===== src/rtl/ctrl_decode_pipe.sv =====
// Registered MIPS main-control decoder with a STAGES-deep valid/stall/flush pipeline
// and a saturating illegal-opcode counter. Build macro DECODE_EXT_EN adds BNE and JAL.
module ctrl_decode_pipe #(
    parameter int STAGES = 1,
    parameter int CNT_W  = 8
) (
    input  logic             clk,
    input  logic             rst,
    input  logic             in_valid,
    input  logic [5:0]       op,
    input  logic             stall,
    input  logic             flush,
    input  logic             cnt_clr,
    output logic             out_valid,
    output logic             regwrite,
    output logic             regdst,
    output logic             alusrc,
    output logic             branch,
    output logic             memwrite,
    output logic             memtoreg,
    output logic             jump,
    output logic             hassign,
    output logic             islui,
    output logic [2:0]       aluop,
    output logic [2:0]       mem_op,
    output logic             branch_ne,
    output logic             link,
    output logic             illegal,
    output logic [CNT_W-1:0] ill_cnt
);

    typedef struct packed {
        logic       regwrite;
        logic       regdst;
        logic       alusrc;
        logic       branch;
        logic       memwrite;
        logic       memtoreg;
        logic       jump;
        logic [2:0] aluop;
        logic       hassign;
        logic       islui;
        logic [2:0] mem_op;
`ifdef DECODE_EXT_EN
        logic       branch_ne;
        logic       link;
`endif
        logic       illegal;
    } ctrl_t;

    // Builds a legal bundle; field order matches the opcode table
    // (regwrite..jump / aluop / hassign,islui / mem_op).
    function automatic ctrl_t mk(input logic [6:0] bits, input logic [2:0] aop,
                                 input logic [1:0] hl, input logic [2:0] mop);
        ctrl_t c;
        c = '0;
        {c.regwrite, c.regdst, c.alusrc, c.branch, c.memwrite, c.memtoreg, c.jump} = bits;
        c.aluop   = aop;
        {c.hassign, c.islui} = hl;
        c.mem_op  = mop;
        c.illegal = 1'b0;
        return c;
    endfunction

    ctrl_t dec;

    always_comb begin
        dec = '0;
        case (op)
            6'b000000: dec = mk(7'b1100000, 3'b010, 2'b00, 3'b000);
            6'b100011: dec = mk(7'b1010010, 3'b000, 2'b00, 3'b000);
            6'b101011: dec = mk(7'b0010100, 3'b000, 2'b00, 3'b000);
            6'b000100: dec = mk(7'b0001000, 3'b001, 2'b00, 3'b000);
            6'b001000,
            6'b001001: dec = mk(7'b1010000, 3'b000, 2'b00, 3'b000);
            6'b001111: dec = mk(7'b1010000, 3'b000, 2'b01, 3'b000);
            6'b000010: dec = mk(7'b0000001, 3'b000, 2'b00, 3'b000);
            6'b100000: dec = mk(7'b1010010, 3'b000, 2'b00, 3'b110);
            6'b100100: dec = mk(7'b1010010, 3'b000, 2'b00, 3'b111);
            6'b100001: dec = mk(7'b1010010, 3'b000, 2'b00, 3'b100);
            6'b100101: dec = mk(7'b1010010, 3'b000, 2'b00, 3'b101);
            6'b101000: dec = mk(7'b0010100, 3'b000, 2'b00, 3'b010);
            6'b101001: dec = mk(7'b0010100, 3'b000, 2'b00, 3'b001);
            6'b001010: dec = mk(7'b1010000, 3'b011, 2'b10, 3'b000);
            6'b001011: dec = mk(7'b1010000, 3'b011, 2'b00, 3'b000);
            6'b001100: dec = mk(7'b1010000, 3'b100, 2'b00, 3'b000);
            6'b001101: dec = mk(7'b1010000, 3'b101, 2'b00, 3'b000);
            6'b001110: dec = mk(7'b1010000, 3'b110, 2'b00, 3'b000);
`ifdef DECODE_EXT_EN
            6'b000101: begin
                dec = mk(7'b0001000, 3'b001, 2'b00, 3'b000);
                dec.branch_ne = 1'b1;
            end
            6'b000011: begin
                dec = mk(7'b1000001, 3'b000, 2'b00, 3'b000);
                dec.link = 1'b1;
            end
`endif
            default:   dec.illegal = 1'b1;
        endcase
    end

    ctrl_t             stg_q [STAGES];
    logic [STAGES-1:0] vld_q;
    logic [CNT_W-1:0]  cnt_q;
    logic              accept;

    assign accept = in_valid & ~stall & ~flush;

    // Bubbles carry an all-zero bundle so nothing downstream can be written by them.
    always_ff @(posedge clk) begin
        if (rst || flush) begin
            vld_q <= '0;
            for (int k = 0; k < STAGES; k++) stg_q[k] <= '0;
        end else if (!stall) begin
            vld_q[0] <= in_valid;
            stg_q[0] <= in_valid ? dec : '0;
            for (int k = 1; k < STAGES; k++) begin
                vld_q[k] <= vld_q[k-1];
                stg_q[k] <= stg_q[k-1];
            end
        end
    end

    always_ff @(posedge clk) begin
        if (rst || cnt_clr) begin
            cnt_q <= '0;
        end else if (accept && dec.illegal && (cnt_q != {CNT_W{1'b1}})) begin
            cnt_q <= cnt_q + {{(CNT_W-1){1'b0}}, 1'b1};
        end
    end

    assign out_valid = vld_q[STAGES-1];
    assign regwrite  = stg_q[STAGES-1].regwrite;
    assign regdst    = stg_q[STAGES-1].regdst;
    assign alusrc    = stg_q[STAGES-1].alusrc;
    assign branch    = stg_q[STAGES-1].branch;
    assign memwrite  = stg_q[STAGES-1].memwrite;
    assign memtoreg  = stg_q[STAGES-1].memtoreg;
    assign jump      = stg_q[STAGES-1].jump;
    assign aluop     = stg_q[STAGES-1].aluop;
    assign hassign   = stg_q[STAGES-1].hassign;
    assign islui     = stg_q[STAGES-1].islui;
    assign mem_op    = stg_q[STAGES-1].mem_op;
    assign illegal   = stg_q[STAGES-1].illegal;
    assign ill_cnt   = cnt_q;
`ifdef DECODE_EXT_EN
    assign branch_ne = stg_q[STAGES-1].branch_ne;
    assign link      = stg_q[STAGES-1].link;
`else
    assign branch_ne = 1'b0;
    assign link      = 1'b0;
`endif

endmodule

===== config.mk =====
export PLATFORM = sky130hd
export DESIGN_NAME = ctrl_decode_pipe
export DESIGN_NICKNAME = d
export VERILOG_FILES = /design/src/rtl/ctrl_decode_pipe.sv
export SDC_FILE = /design/constraint.sdc
export NUM_CORES = 1
export LEC_CHECK = 0
export CORE_MARGIN = 4
export CORE_UTILIZATION = 50
export CTS_CLUSTER_SIZE = 10
export DETAILED_ROUTE_END_ITERATION = 7
export GPL_TIMING_DRIVEN = 0
export PLACE_DENSITY_LB_ADDON = 0.1
export SLEW_MARGIN = 20
export SYNTH_ARGS = -nofsm -noshare
export SYNTH_HDL_FRONTEND = slang
export SYNTH_SLANG_ARGS = --single-unit

===== constraint.sdc =====
create_clock -name clk -period 4.8 [get_ports clk]
set_clock_uncertainty 0.15 [all_clocks]
set_input_delay 0.96 -clock clk [delete_from_list [all_inputs] [get_ports clk]]
set_output_delay 0.96 -clock clk [all_outputs]
set_load 0.05 [all_outputs]

Word-level counts from Yosys, hierarchy flattened
Memory sizes are Yosys's and may differ from the RTL's.
Cells that the tools add are included.
- output and inout port bits: 27
- bits in writable memories: 16
- memories: 1
- bits of input ports: 12
- flip-flop bits (word level): 9
- logic and storage cells: 45
- equal/unequal tests: 19
- bitwise logic cells: 4
- add/sub/neg operators: 1
- reduce and logical (&&, ||, !) cells: 8
- muxes and demuxes: 10
- memories (name ; depth ; bits a word ; read ports ; clocked after Yosys merged registers in ; wr ports ; line ; RTL):
    stg_q ; 1 ; 16 ; 1 ; 0 ; 1 ; 103 ; ctrl_t stg_q [STAGES];
- operators by type and width (cell ; number):
    $pmux W15 S18 ; 1
    $eq A6 B4 Y1 const B ; 8
    $eq A6 B6 Y1 const B ; 8
    $mux W16 ; 2
    $reduce_or A19 Y1 ; 1
    $reduce_or A16 Y1 ; 1
    $add A8 B1 Y8 const B ; 1
    $ne A8 B8 Y1 const B ; 1
    $mux W1 ; 7
    $eq A6 B2 Y1 const B ; 1
    $eq A6 B3 Y1 const B ; 1
    $logic_not A6 Y1 ; 1
    $and A1 B1 Y1 ; 2
    $logic_and A1 B1 Y1 ; 2
    $logic_or A1 B1 Y1 ; 2
    $not A1 Y1 ; 2
    $reduce_or A2 Y1 ; 1

Longest topological paths before layout
- depth after elaboration: 5
- mapped depth: 7
- depth with buffers taken out: 6

Worst setup path before layout
Ideal clock, no wire load.
- kind: input port to flip-flop
- start: input port stall
- end: memory stg_q[0][8] in the netlist's numbering, data pin
- data arrival time: 2.093 ns
- cell stages on the path: 5
- data required time: 4.510 ns
- buffers on the path: 1
- slack: 2.417 ns
- setup time: 0.140 ns
- cell sequence: nand2b_4 -> or4_4 -> buf_6 -> or3_4 -> a21oi_2
- cells in the longest elaborated chain, start to end: 5
- ends and longest elaborated chain (item ; line ; RTL):
    start, declared ; 11 ; input logic stall,
    $mux W1 ; 115 ; end else if (!stall) begin
    $mux W1 ; 112 ; if (rst || flush) begin
    $mux W1 ; 117 ; stg_q[0] <= in_valid ? dec : '0;
    $reduce_or A16 Y1 (no line) ; n/a ;
    $mux W16 (no line) ; n/a ;
    end, declared ; 103 ;
No other way between the ends.

Worst setup path in the final report
- start: register cnt_q[3] (netlist: ill_cnt[3])
- end: output port ill_cnt[3]
- RTL lines (item ; line ; RTL):
    start, declared ; 105 ; logic [CNT_W-1:0] cnt_q;
    start signal, assigned ; 129 ; cnt_q <= cnt_q + {{(CNT_W-1){1'b0}}, 1'b1};
    end, declared ; 29 ; output logic [CNT_W-1:0] ill_cnt
No word-level cell between the ends.

==> reports/qor.csv <==
stage,metric,value,unit
outcome,status,finished clean,
yosys,post-synthesis cell type count,45,
finish,Final nets,186,
critical_path,"Cell Chain, Critical Path",clkdlybuf4s50_1,
floorplan,# IOs,39,
floorplan,die height,59.6,um
yosys,Yosys warning count,0,
finish,layout cells sized above 1,15.7,%
clock_tree,clk sink count,25,
yosys,synthesized area,1330,um^2
finish,post-layout util,69.2,%
sta,min cycle time layout,2.69,ns
clock_tree,TritonCTS clock tree,done,
yosys,"EDFF count, synth",16,
global_route,number of global-route vias before repair,1041,
clock_tree,CTS Buf Count,3,
floorplan,die footprint,3550,um^2
placement,GPL Wtd Cong,0.830,
sta,final period utilization,56.1,%
sta,max frequency,0.371,GHz
global_route,total grt overflow,0,
clock_tree,insertion delay to the later sink of the worst-skew pair,0.31,ns
power,Pwr per Cell Area,236,nW/um^2
yosys,Post-synth top cells,"16 x edfxtp_1, 15 x nand2_1, 13 x nor2_1, 11 x nor3_1, 9 x dfxtp_1",
global_route,gr usage total,15.7,%
yosys,Synth area leader,edfxtp_1,
critical_path,crit path launch type,flop,
drt,DRC viols,0,
yosys,#FFs+latches synth,25,
clock_tree,cts hold-fix bufs,0,
clock_tree,CTS Root Cell,clkbuf_4,
sta,Rel. slew slack,57.2,%
yosys,"top cells by area, synth","edfxtp_1 36%, dfxtp_1 14%, nand2_1 4.2%, nor3_1 4.1%, nor2_1 3.7%",
drt,Total Wirelength,2650,um
placement,HPWL Detailed,2050,um
clock_tree,CTS clock-pin slew for the worst setup and hold paths,0.14,ns
finish,Antenna Cells,0,
clock_tree,Max Root-Sink Buffers,2,
drt,Met2 Routed Length,1250,um
critical_path,R2R depth,6,
yosys,Synth top area share,36.1,%
floorplan,num rows,18,
drt,drt pass-1 iters,4,
min_path,min-delay worst type,flop to flop,
critical_path,Crit. End Element,primary output,
drt,Via density,5.50,
power,Static Leak,0.628,nW
global_route,largest net degree at the start of global routing,17,
yosys,sequential-to-total area share from yosys stat,49.7,%
sta,Worst Max-Slew Pin Slew,0.640,ns
power,final total power,409,uW
sta,hold violation count in the final report,0,
critical_path,CP Class,flop to primary output,
job,Max-Cap Viols,0,
critical_path,WP data arrival,1.58,ns
yosys,most frequent cell after synthesis,edfxtp_1,
placement,# port buffers,33,
critical_path,"slowest stage delay, CP",0.83,ns
floorplan,core area,2500,um^2
clock_tree,post-CTS setup buffer count,0,
critical_path,"Largest delay share family, worst path",buffers and inverters,
sta,max-slew violations,0,
clock_tree,htree depth,1,
yosys,cell count after synthesis,134,
floorplan,Die Width,59.6,um
sta,TNS Setup,0,ns
drt,DR WL/cell,13.1,um
critical_path,Slowest cell on crit path,clkdlybuf4s50_1,
critical_path,CP bufs+invs,1,
drt,via count,1112,
global_route,first-pass GRT wire length,4360,um
yosys,post-synthesis area per instance,9.93,um^2
drt,Top Metal Used,met4,
drt,DRT antenna net count,0,
sta,RSZ-0062 raised after global routing,no,
critical_path,crit path max fanout,6,
critical_path,stages on the worst setup path,1,
power,maximum vdd drop,197,uV
drt,wire length on met3,168,um
finish,Area Growth Syn to Fin,30.0,%
critical_path,Crit path required time,3.69,ns
global_route,initial antenna violation count,0,
drt,M1 WL,1210,um
yosys,Synth async-reset ratio,0,%
sta,Final Setup Violations,0,
floorplan,Initial Util,53.2,%
drt,Iteration-0 DRC Markers,39,
clock_tree,cts repair resizes,0,
min_path,Hold Path Depth,2,
yosys,Synth Flop Type,edfxtp_1,
-- layout make-up --
| cell class | count | area [um^2] |
|---|---|---|
| Clock inverter | 1 | 5.00 |
| Tap cell | 30 | 37.5 |
| Multi-Input combinational cell | 96 | 586 |
| Buffer | 11 | 76.3 |
| Timing Repair Buffer | 33 | 330 |
| Sequential cell | 25 | 661 |
| Clock buffer | 3 | 22.5 |
| Fill cell | 209 | 771 |
| Inverter | 3 | 11.3 |
-- worst min-delay path, stage by stage, from the launching register on --
cell and delay [ns]:
dfxtp_1 0.34, nand2_1 0.05, a21boi_0 0.07
-- cells by family (layout without fill, tap and decap cells) --
family | count (synthesis) | in the layout | synth area share (%)
AND/OR/NAND/NOR | 65 | 65 | 27.9
AO/OA/AOI/OAI | 26 | 26 | 13.1
multiplexers | 2 | 2 | 1.51
flip-flops | 25 | 25 | 49.7
other | 1 | 2 | 0.282
adder cells (fa/ha/maj) | 1 | 1 | 0.941
buffers and inverters | 14 | 51 | 6.58
-- final timing paths --
kind,startpoint,to,slack [ns]
min,out_valid$_SDFFE_PP0N_,out_valid$_SDFFE_PP0N_,0.34
max reg2reg,ill_cnt[0]$_SDFFE_PP0P_,ill_cnt[5]$_SDFFE_PP0P_,2.83
min reg2reg,out_valid$_SDFFE_PP0N_,out_valid$_SDFFE_PP0N_,0.34
max,ill_cnt[3]$_SDFFE_PP0P_,ill_cnt[3],2.11
-- flip-flops by register name, summed over array words and instances, names as in the netlist --
name and count:
stg_q 16, ill_cnt 8, out_valid 1
-- through the flow --
stage	hold WS (ns)	setup WS [ns]	cells	cell area, um^2
2_1_floorplan	0.524	2.42	135	1330
3_3_place_gp	0.307	1.91	198	1700
3_5_place_dp	0.326	1.88	198	1700
4_1_cts	0.348	2.10	202	1730
5_1_grt	0.369	2.05	202	1730
6_report	0.342	2.11	202	1730
-- where the power goes --
group / switching (mW) / total, mW / internal, mW / leakage, nW
registers: 0.00173 / 0.235 / 0.234 / 0.258
logic: 0.0509 / 0.0800 / 0.0291 / 0.353
clock network: 0.0624 / 0.0935 / 0.0311 / 0.0177
total: 0.115 / 0.409 / 0.294 / 0.628
-- metal layers --
| layer | global-route usage [%] | up-vias |
|---|---|---|
| met2 | 26.7 | 36 |
| met1 | 20.6 | 509 |
| met4 | 4.11 | 0 |
| met5 | 0 | - |
| li1 | - | 563 |
| met3 | 2.83 | 4 |
-- cells in the final DEF (no fill, tap or decap), types with 2 or more instances in the layout --
| cell type | Yosys | final |
|---|---|---|
| clkbuf_4 | 0 | 3 |
| nor2_1 | 13 | 13 |
| a21oi_2 | 2 | 2 |
| and3_4 | 3 | 3 |
| clkdlybuf4s50_1 | 0 | 33 |
| nor3_1 | 11 | 11 |
| inv_1 | 2 | 2 |
| nor2b_1 | 2 | 2 |
| o21ai_0 | 2 | 2 |
| nand3_1 | 3 | 3 |
| o21ai_1 | 3 | 3 |
| conb_1 | 1 | 2 |
| clkbuf_1 | 3 | 3 |
| edfxtp_1 | 16 | 16 |
| a21oi_1 | 8 | 8 |
| nand2_1 | 15 | 15 |
| or3_1 | 4 | 4 |
| nand2b_4 | 2 | 2 |
| nor4_1 | 2 | 2 |
| buf_4 | 5 | 5 |
| buf_6 | 2 | 2 |
| mux2i_1 | 2 | 2 |
| dfxtp_1 | 9 | 9 |
(Power assumes the default switching activity.)
